**src/rtl/reg_write_arbiter.sv**
```systemverilog
// Round-robin write arbiter for a bank of NUM_REGS negedge-capturing 32-bit registers.
// One edge from request to ack/err; one write per two cycles; losers wait with req held.
module reg_write_arbiter #(
  parameter int NUM_REQ  = 4,
  parameter int NUM_REGS = 8,
  parameter int AW       = 3,
  parameter int IDW      = 2
) (
  input  logic                  clk,
  input  logic                  rst,
  input  logic [NUM_REQ-1:0]    req,
  input  logic [NUM_REQ*AW-1:0] req_addr,
  input  logic [NUM_REQ*32-1:0] req_data,
  output logic [NUM_REQ-1:0]    ack,
  output logic [NUM_REQ-1:0]    err,
  output logic [NUM_REGS-1:0]   reg_cs,
  output logic [31:0]           reg_d,
  output logic [IDW-1:0]        grant_id,
  output logic                  busy
);

  typedef enum logic {IDLE, WRITE} state_t;

  state_t                state, state_nxt;
  logic [IDW-1:0]        prio, prio_nxt;
  logic [NUM_REQ-1:0]    ack_nxt, err_nxt;
  logic [NUM_REGS-1:0]   cs_nxt;
  logic [31:0]           d_nxt;
  logic [IDW-1:0]        gid_nxt;
  logic                  busy_nxt;

  logic [AW-1:0]         addr_arr [NUM_REQ];
  logic [31:0]           data_arr [NUM_REQ];
  logic [2*NUM_REQ-1:0]  req_rot;
  logic                  win_found;
  logic [IDW-1:0]        win;
  int                    win_sum;
  logic [AW-1:0]         win_addr;
  logic                  addr_ok;

  always_comb begin
    for (int i = 0; i < NUM_REQ; i++) begin
      addr_arr[i] = req_addr[i*AW +: AW];
      data_arr[i] = req_data[i*32 +: 32];
    end
  end

  // Rotate the request vector so bit 0 is the current priority holder.
  always_comb begin
    req_rot   = {req, req} >> prio;
    win_found = 1'b0;
    win       = '0;
    win_sum   = 0;
    for (int k = 0; k < NUM_REQ; k++) begin
      if (!win_found && req_rot[k]) begin
        win_found = 1'b1;
        win_sum   = int'(prio) + k;
        if (win_sum >= NUM_REQ) win_sum = win_sum - NUM_REQ;
        win       = IDW'(win_sum);
      end
    end
  end

  assign win_addr = addr_arr[win];
  assign addr_ok  = int'(win_addr) < NUM_REGS;

  always_comb begin
    state_nxt = state;
    prio_nxt  = prio;
    ack_nxt   = '0;
    err_nxt   = '0;
    cs_nxt    = '0;
    d_nxt     = reg_d;
    gid_nxt   = grant_id;
    busy_nxt  = 1'b0;
    case (state)
      IDLE: begin
        if (win_found) begin
          state_nxt = WRITE;
          busy_nxt  = 1'b1;
          gid_nxt   = win;
          d_nxt     = data_arr[win];
          if (addr_ok) begin
            cs_nxt  = NUM_REGS'(1) << win_addr;
            ack_nxt = NUM_REQ'(1) << win;
          end else begin
            err_nxt = NUM_REQ'(1) << win;
          end
          if (int'(win) == NUM_REQ - 1) prio_nxt = '0;
          else                          prio_nxt = win + 1'b1;
        end
      end
      // No arbitration here, so a req still high on this edge is not served twice.
      WRITE: state_nxt = IDLE;
      default: state_nxt = IDLE;
    endcase
  end

  always_ff @(posedge clk) begin
    if (!rst) begin
      state    <= IDLE;
      prio     <= '0;
      ack      <= '0;
      err      <= '0;
      reg_cs   <= '0;
      reg_d    <= '0;
      grant_id <= '0;
      busy     <= 1'b0;
    end else begin
      state    <= state_nxt;
      prio     <= prio_nxt;
      ack      <= ack_nxt;
      err      <= err_nxt;
      reg_cs   <= cs_nxt;
      reg_d    <= d_nxt;
      grant_id <= gid_nxt;
      busy     <= busy_nxt;
    end
  end

endmodule

```
**config.mk**
```make
export PLATFORM = sky130hd
export DESIGN_NAME = reg_write_arbiter
export DESIGN_NICKNAME = d
export VERILOG_FILES = /design/src/rtl/reg_write_arbiter.sv
export SDC_FILE = /design/constraint.sdc
export NUM_CORES = 1
export LEC_CHECK = 0
export CAP_MARGIN = 40
export CORE_UTILIZATION = 37
export DETAILED_ROUTE_END_ITERATION = 6
export PLACE_DENSITY = 0.87
export SLEW_MARGIN = 10
export SYNTH_ARGS = -nofsm -noshare
export SYNTH_HDL_FRONTEND = slang
export SYNTH_SLANG_ARGS = --single-unit
```
**constraint.sdc**
```tcl
create_clock -name clk -period 4.4 [get_ports clk]
set_input_delay 1.1 -clock clk [delete_from_list [all_inputs] [get_ports clk]]
set_output_delay 1.1 -clock clk [all_outputs]
set_load 0.03 [all_outputs]
```
Word level (Yosys, flattened, before mapping)
Cells that the tools add are included.
Word-level totals
  register bits: 50
  output and inout bits: 51
  input bits: 146
Cells by class
  shift-type cells: 3
  eq/ne operators: 1
  reduce and logical (&&, ||, !) cells: 9
  order comparisons: 5
  add/sub/neg operators: 8
  muxes and demuxes: 21
  bitwise gates (word level): 4
Operator list (number)
  binary-select mux 32 bit (select 2 bit): 1
  2-to-1 mux 32 bit: 2
  2-to-1 mux 2 bit: 9
  greater-or-equal comparator 3 bit (second input constant): 4
  << shifter 1 x 3 -> 8 bit (first input constant): 1
  >> shifter 8 x 2 -> 4 bit: 1
  subtractor 2 x 1 -> 2 bit (second input constant): 4
  adder 2 x 2 -> 3 bit (second input constant): 2
  binary-select mux 3 bit (select 2 bit): 1
  2-to-1 mux 3 bit: 2
  2-to-1 mux 1 bit: 5
  << shifter 1 x 2 -> 4 bit (first input constant): 1
  adder 2 x 1 -> 3 bit (second input constant): 1
  greater-or-equal comparator 2 x 3 -> 1 bit (second input constant): 1
  logical AND 1 bit: 3
  logical NOT 1 bit: 3
  NOT 1 bit: 3
  NOT 2 -> 3 bit: 1
  OR reduction 3 bit: 1
  adder 2 x 1 -> 2 bit (second input constant): 1
  == test 2 x 1 -> 1 bit (second input constant): 1
  one-hot mux 1 bit (2 select lines): 1
  AND reduction 2 bit: 1
  OR reduction 2 bit: 1

Depth between registers and ports, before layout
Gate-level depths: netlist of the first run.
  depth after elaboration: 16
  depth in mapped cells: 8

Worst setup path before layout of the first run
No wires, ideal clock.
  path type: input-to-reg
  start point: input req[0]
  end point: register reg_cs[4]
  arrival: 2.397 ns
  data required time: 4.308 ns
  path slack: 1.911 ns
  cell stages on the path: 7
  setup time: 0.092 ns
  path through: clkbuf_2 a21boi_0 o221ai_2 buf_6 mux2i_1 mux2_2 nor4_1
On the way
  longest elaborated chain between the ends: 16
RTL lines
  start: declaration: RTL line 11  | input logic [NUM_REQ-1:0] req,
  >> shifter 8 x 2 -> 4 bit (*): RTL line 50  | req_rot = {req, req} >> prio;
  2-to-1 mux 1 bit: RTL line 55  | if (!win_found && req_rot[k]) begin
  logical NOT 1 bit: RTL line 55
  logical AND 1 bit: RTL line 55
  2-to-1 mux 1 bit: RTL line 55
  logical NOT 1 bit: RTL line 55
  logical AND 1 bit: RTL line 55
  2-to-1 mux 1 bit: RTL line 55
  logical NOT 1 bit: RTL line 55
  logical AND 1 bit: RTL line 55
  2-to-1 mux 2 bit: RTL line 55
  NOT 2 -> 3 bit (not written as such): RTL line 64  | assign win_addr = addr_arr[win];
  binary-select mux 3 bit (select 2 bit): RTL line 64
  2-to-1 mux 3 bit (not written as such) (2 in a row): RTL line 64
  << shifter 1 x 3 -> 8 bit: RTL line 84  | cs_nxt = NUM_REGS'(1) << win_addr;
  end signal: assignment: RTL line 114  | reg_cs <= cs_nxt;
  end: declaration: RTL line 16  | output logic [NUM_REGS-1:0] reg_cs,
Mark *: on every way between the ends. The rest lies on a longest branch, timed or not. The select of a mux whose other input is x is not followed.
A chain may end at the register's enable or synchronous reset.

Final worst setup path of the first run
  start point: input req[0]
  end point: register reg_d[16]
On the way
  longest elaborated chain between the ends: 15
RTL lines
  >> shifter 8 x 2 -> 4 bit (*): RTL line 50
  2-to-1 mux 1 bit: RTL line 55
  logical NOT 1 bit: RTL line 55
  logical AND 1 bit: RTL line 55
  2-to-1 mux 1 bit: RTL line 55
  logical NOT 1 bit: RTL line 55
  logical AND 1 bit: RTL line 55
  2-to-1 mux 1 bit: RTL line 55
  logical NOT 1 bit: RTL line 55
  logical AND 1 bit: RTL line 55
  2-to-1 mux 2 bit: RTL line 55
  NOT 2 -> 3 bit (not written as such): RTL line 82  | d_nxt = data_arr[win];
  binary-select mux 32 bit (select 2 bit): RTL line 82
  2-to-1 mux 32 bit (not written as such) (2 in a row): RTL line 82
  end signal: assignment: RTL line 115  | reg_d <= d_nxt;
  end: declaration: RTL line 17  | output logic [31:0] reg_d,
Marks and branches as above.

==> flow_summary.ini, run 1 <==
[run_status]
status = finished clean

[clock_tree]
cts_tree = yes
post_cts_resized = 0
clk_pin_slew_ns = 0.09
worst_skew_pair.late_latency_ns = 0.30
holdBufCountCts = 0
clock_path_buffers = 2
clock-sinks = 49
post-cts-setup-buffer-count = 0
cts_root_buf = clkbuf_8
numCtsBuffers = 5
cts_max_level = 2

[logic_synthesis]
ys_seq_area_share_pct = 37.1
synth_top_area_share_pct = 37.1
synth_most_common_cell = dfxtp_1
yosys-top-cells-count = dfxtp_1 (49), a21oi_1 (40), o21ai_0 (39), nand2_1 (37), mux2_2 (35)
synth.distinct_cells = 28
synth_flop_cell = dfxtp_1
synth_cells = 305
synth_top_cell_by_area = dfxtp_1
synth_warnings = 0
async_reset_ff_share_pct = 0
ys_ff_latch = 49
syn_area_mm2 = 0.00264
synth_edf_count = 0
synth_area_leaders = dfxtp_1 (37%), mux2_2 (15%), a221oi_1 (11%)
avgSynthCellArea_um2 = 8.67

[critical_path]
worst-path-max-fanout = 17
arrival_ns = 3.46
crit_path_end_kind = register
path_class = in -> reg
critPathLaunchType = input pin
worstPathRequired_ns = 4.57

[placement]
place_area_mm2 = 0.00467
io_buffers = 192
dp_slack_ns = 0.822
post-dp-hpwl_um = 7220
post-place-cells = 571
finalWeightedCongestion = 0.783

[power_and_ir_drop]
p_leak_uw = 0.00180
powerDensity_mw_per_mm2 = 299
total_power_uw = 1420
vdd_ir_drop_max_mv = 0.160

[finish]
stdcell_count = 579
area_growth_pct = 79.6
drive_gt1_share_pct = 11.2
layout.nets = 628
n_antenna_cell = 0
final_cell_area_mm2 = 0.00475

[hold_path]
min_path_type = reg -> reg

[sta]
setup_viol_count_final = 0
period_minus_slack_ns = 3.29
min_period_over_period_pct = 74.7
drv_slew = 0
tightest_slew_ns = 0.738
fin_ws_ns = 1.11
finClkSkew_ns = 0.00721
grt_setup_unrepaired = false
fmax_mhz = 304
finalSetupTns_ns = 0
maxSlewHeadroom_pct = 50.8
finalHoldViolCount = 0

[detailed_routing]
viasPerCell = 5.51
drtIter0Drc = 122
dr.pass1.iters = 5
drt.antenna.violating_nets = 0
vias = 3189
drc = 0
wl_um = 9880
avgRoutedWirePerCell_um = 17.1

[floorplanning]
initial_core_util_pct = 38.7
std_cell_rows = 30
die_h_um = 86.5
pin_count = 197
core-area_mm2 = 0.00683
die-area_mm2 = 0.00749
die_w_um = 86.5

[global_routing]
grt_pass1_wl_um = 15000
antenna_found_initial = 0
grt_pass1_vias = 3147
grt_max_degree = 41
grt_usage_pct = 26.0
grt_overflow = 0

[job]
drv_cap = 0
==> layout by cell type (no fill, tap or decap) <==
cell,count
clkdlybuf4s50_1,192
dfxtp_1,49
o21ai_0,39
a21oi_1,39
nand2_1,37
mux2_2,35
a221oi_1,32
mux2i_1,10
nor4_1,8
clkbuf_8,5
buf_4,5
inv_1,4
conb_1,4
nor2_1,3
and3_1,3
a21boi_0,2
clkinv_2,2
buf_12,2
nor2b_1,1
o21bai_1,1
a21boi_4,1
o221a_2,1
a21o_1,1
o2bb2ai_4,1
or3b_1,1
o221ai_4,1
a21oi_2,1
and2_1,1
nor3b_1,1
clkbuf_1,1
==> registers in the layout (all words and copies together) (netlist names) <==
register	flops
ack	4
busy	1
grant_id	2
prio	2
reg_cs	8
reg_d	32
==> per-layer routing <==
| metal | routed length (µm) | track usage, % | up-vias |
|---|---|---|---|
| li1 | - | - | 1485 |
| met1 | 3730 | 27.7 | 1527 |
| met2 | 5270 | 49.4 | 151 |
| met3 | 585 | 5.81 | 26 |
| met4 | 291 | 9.85 | 0 |
| met5 | 0 | 0 | - |
==> metrics by stage <==
stage,hold WS (ns),util [%]
floorplan,0.568,-
global placement,0.452,67.7
detailed placement,0.487,68.3
CTS,0.499,69.5
global route,0.530,69.5
finish,0.497,69.5
==> path summary, 6_finish.rpt <==
path	start	to	slack, ns	cells past startpoint
max	req[0]	reg_d[16]	1.11	7
min	grant_id[0]	grant_id[0]	0.50	2
max reg2reg	prio[1]	reg_d[16]	1.90	6
min reg2reg	grant_id[0]	grant_id[0]	0.50	2
==> cell families (layout without fill, tap and decap cells) <==
kind of cell           after synthesis  after routing  synth area share [%]
AOI/OAI and AO/OA                  119            119                  28.3
buffers and inverters               36            211                  6.39
other                                1              4                 0.142
DFF                                 49             49                  37.1
and+or+nand+nor                     55             55                  9.37
muxes                               45             45                  18.7
==> worst max-delay path, cell delays in order <==
cell and delay, ns:
clkdlybuf4s50_1 0.61, a21boi_0 0.23, o221ai_4 0.64, buf_4 0.37, mux2_2 0.36, nand2_1 0.07, a21oi_1 0.06
==> report_power, final <==
part           internal [µW]  leakage, µW  switching (µW)
Combinational            322      0.00135             313
Sequential               493     0.000405            30.3
Clock                    111    0.0000450             151
Total                    925      0.00180             494
==> area by class of cell <==
type	instances	area, µm²
Clock buffer	6	72.6
Clock inverter	2	10.0
Fill cell	582	2080
Inverter	4	15.0
Multi-Input combinational cell	223	1550
Sequential cell	49	981
Tap cell	96	120
Timing Repair Buffer	199	2000
Power figures use the tool's default switching activity.
==> inputs of run 2 (changes only) <==
--- a/config.mk
+++ b/config.mk
@@ -6,9 +6,9 @@
 export NUM_CORES = 1
 export LEC_CHECK = 0
 export CAP_MARGIN = 40
-export CORE_UTILIZATION = 37
+export CORE_UTILIZATION = 31
 export DETAILED_ROUTE_END_ITERATION = 6
-export PLACE_DENSITY = 0.87
+export PLACE_DENSITY = 0.78
 export SLEW_MARGIN = 10
 export SYNTH_ARGS = -nofsm -noshare
 export SYNTH_HDL_FRONTEND = slang
==> constraint.sdc (replaced) <==
create_clock -name clk -period 2.93 [get_ports clk]
set_input_delay 0.7325 -clock clk [delete_from_list [all_inputs] [get_ports clk]]
set_output_delay 0.7325 -clock clk [all_outputs]
set_load 0.03 [all_outputs]
==> run 2 against run 1 <==
Combinational power is 53% higher. Die area up 19%. Sequential share of layout area fell by 0.52 points. Worst setup slack got worse by 0.85 ns. Clock power grew 91%. Sequential power up 50%. Critical path depth fell by 1. Power rose by 59%. Critical path type unchanged.
==> flow_summary.ini, run 2 (same netlist as run 1, synthesis figures left out) <==
[run_status]
status = finished clean

[power_and_ir_drop]
p_leak_uw = 0.00186
clockPowerShare_pct = 22.1
vdd_ir_drop_max_mv = 0.223
intPower_uw = 1520
switching_share_pct = 32.5
powerDensity_mw_per_mm2 = 462
p_switching_uw = 733
seqPwrFrac_pct = 34.8
power_frac_comb_pct = 43.1

[sta]
finalHoldViolCount = 0
period_minus_slack_ns = 2.66
min_period_over_period_pct = 90.8
grt_setup_unrepaired = false
setup_viol_count_final = 0
finalSetupTns_ns = 0
finClkSkew_ns = 0.00529
fmax_mhz = 376
drv_slew = 0

[finish]
largest_register = reg_d
layout_commonest_cell = clkdlybuf4s50_1
area_growth_pct = 84.2
n_fill_cell = 729
largestRegisters = reg_d x32, reg_cs x8, ack x4
largest_register_ff_count = 32
mostFrequentLayoutCells = clkdlybuf4s50_1 (192), dfxtp_1 (49), o21ai_0 (39), a21oi_1 (39), nand2_1 (37)
n_antenna_cell = 0
multi_input_area_mm2 = 0.00156
layout.nets = 634
drive_gt1_share_pct = 12.3
seq_area_um2 = 981
utilization_pct = 59.3

[floorplanning]
std_cell_rows = 33
initial_core_util_pct = 32.2
die-area_mm2 = 0.00890
pin_count = 197
core-area_mm2 = 0.00822
die_w_um = 94.4
die_h_um = 94.4

[critical_path]
worstRegToRegCells = 5
critPathLaunchType = input pin
worstReg2RegEnd = reg_cs[3]
r2r_start = prio[1]
path_class = in -> reg
cp-startpoint = req[1]
setup.worst_path.end = reg_cs[3]
worstPathRequired_ns = 3.10
crit_path_end_kind = register
worst-path-max-fanout = 8
arrival_ns = 2.83
rrSetupSlack_ns = 0.71

[clock_tree]
clk_pin_slew_ns = 0.09
holdBufCountCts = 0
cts_max_level = 2
post-cts-setup-buffer-count = 0
clock-sinks = 49
cts_root_buf = clkbuf_8
numCtsBuffers = 5
cts_tree = yes
post_cts_resized = 0
worst_skew_pair.late_latency_ns = 0.29
clock_path_buffers = 2

[detailed_routing]
wl_um = 9690
dr.pass1.iters = 7
drc = 0
drtIter0Drc = 121
viasPerCell = 5.21
vias = 3096
drt.antenna.violating_nets = 0
avgRoutedWirePerCell_um = 16.3

[global_routing]
grt_usage_pct = 21.4
grt_overflow = 0
grt_pass1_wl_um = 14800
grt_pass1_vias = 3015
antenna_found_initial = 0
grt_max_degree = 35

[job]
drv_cap = 0

[placement]
io_buffers = 192
post-dp-hpwl_um = 7220
finalWeightedCongestion = 0.829

[hold_path]
min_path_type = reg -> reg
-- run 2: per-stage QoR --
step                      cells  hold WS, ns  worst slack, ns  instance area (µm²)  power (µW)
after global routing        594        0.542            0.166                 4870        2370
after detailed placement    586        0.476          0.00971                 4750        1770
after global placement      586        0.469            0.154                 4750        1750
after CTS                   594        0.489            0.308                 4870        2270
after floorplan             308        0.568            0.808                 2660        1300
final                       594        0.481            0.269                 4870        2250
-- run 2: worst min-delay path by stage --
stage | startpoint | to | slack (ns) | cells after the start
after CTS | grant_id[0] | grant_id[0] | 0.49 | 2
after floorplan | prio[0] | prio[0] | 0.57 | 2
after global placement | grant_id[0] | grant_id[0] | 0.47 | 2
final | grant_id[0] | grant_id[0] | 0.48 | 2
after global routing | grant_id[0] | grant_id[0] | 0.54 | 2
after detailed placement | grant_id[0] | grant_id[0] | 0.48 | 2
-- run 2: routing by layer --
| metal | wire length (µm) | vias up | GRT usage (%) |
|---|---|---|---|
| met1 | 3810 | 1420 | 24.7 |
| met5 | 0 | - | 0 |
| li1 | - | 1500 | - |
| met4 | 270 | 0 | 9.10 |
| met2 | 4910 | 150 | 37.3 |
| met3 | 704 | 26 | 5.23 |
-- run 2: area by class of cell --
cell class                      instances  share of cell area (%)
Clock buffer                            7                    1.77
Inverter                                4                   0.308
Tap cell                              105                    2.70
Clock inverter                          1                   0.616
Timing Repair Buffer                  205                    42.5
Multi-Input combinational cell        223                    32.0
Sequential cell                        49                    20.1
-- run 2: critical path, stage by stage --
cell,delay (ns)
clkdlybuf4s50_1,0.61
a21boi_0,0.35
o221ai_4,0.29
mux2i_1,0.20
mux2_2,0.32
nor4_1,0.33
-- run 2: power groups by stage --
stage	logic [µW]	registers, µW	clock network, µW
floorplan	377	927	0
global placement	958	796	0
detailed placement	968	798	0
CTS	973	784	518
global route	1040	794	532
finish	970	783	499
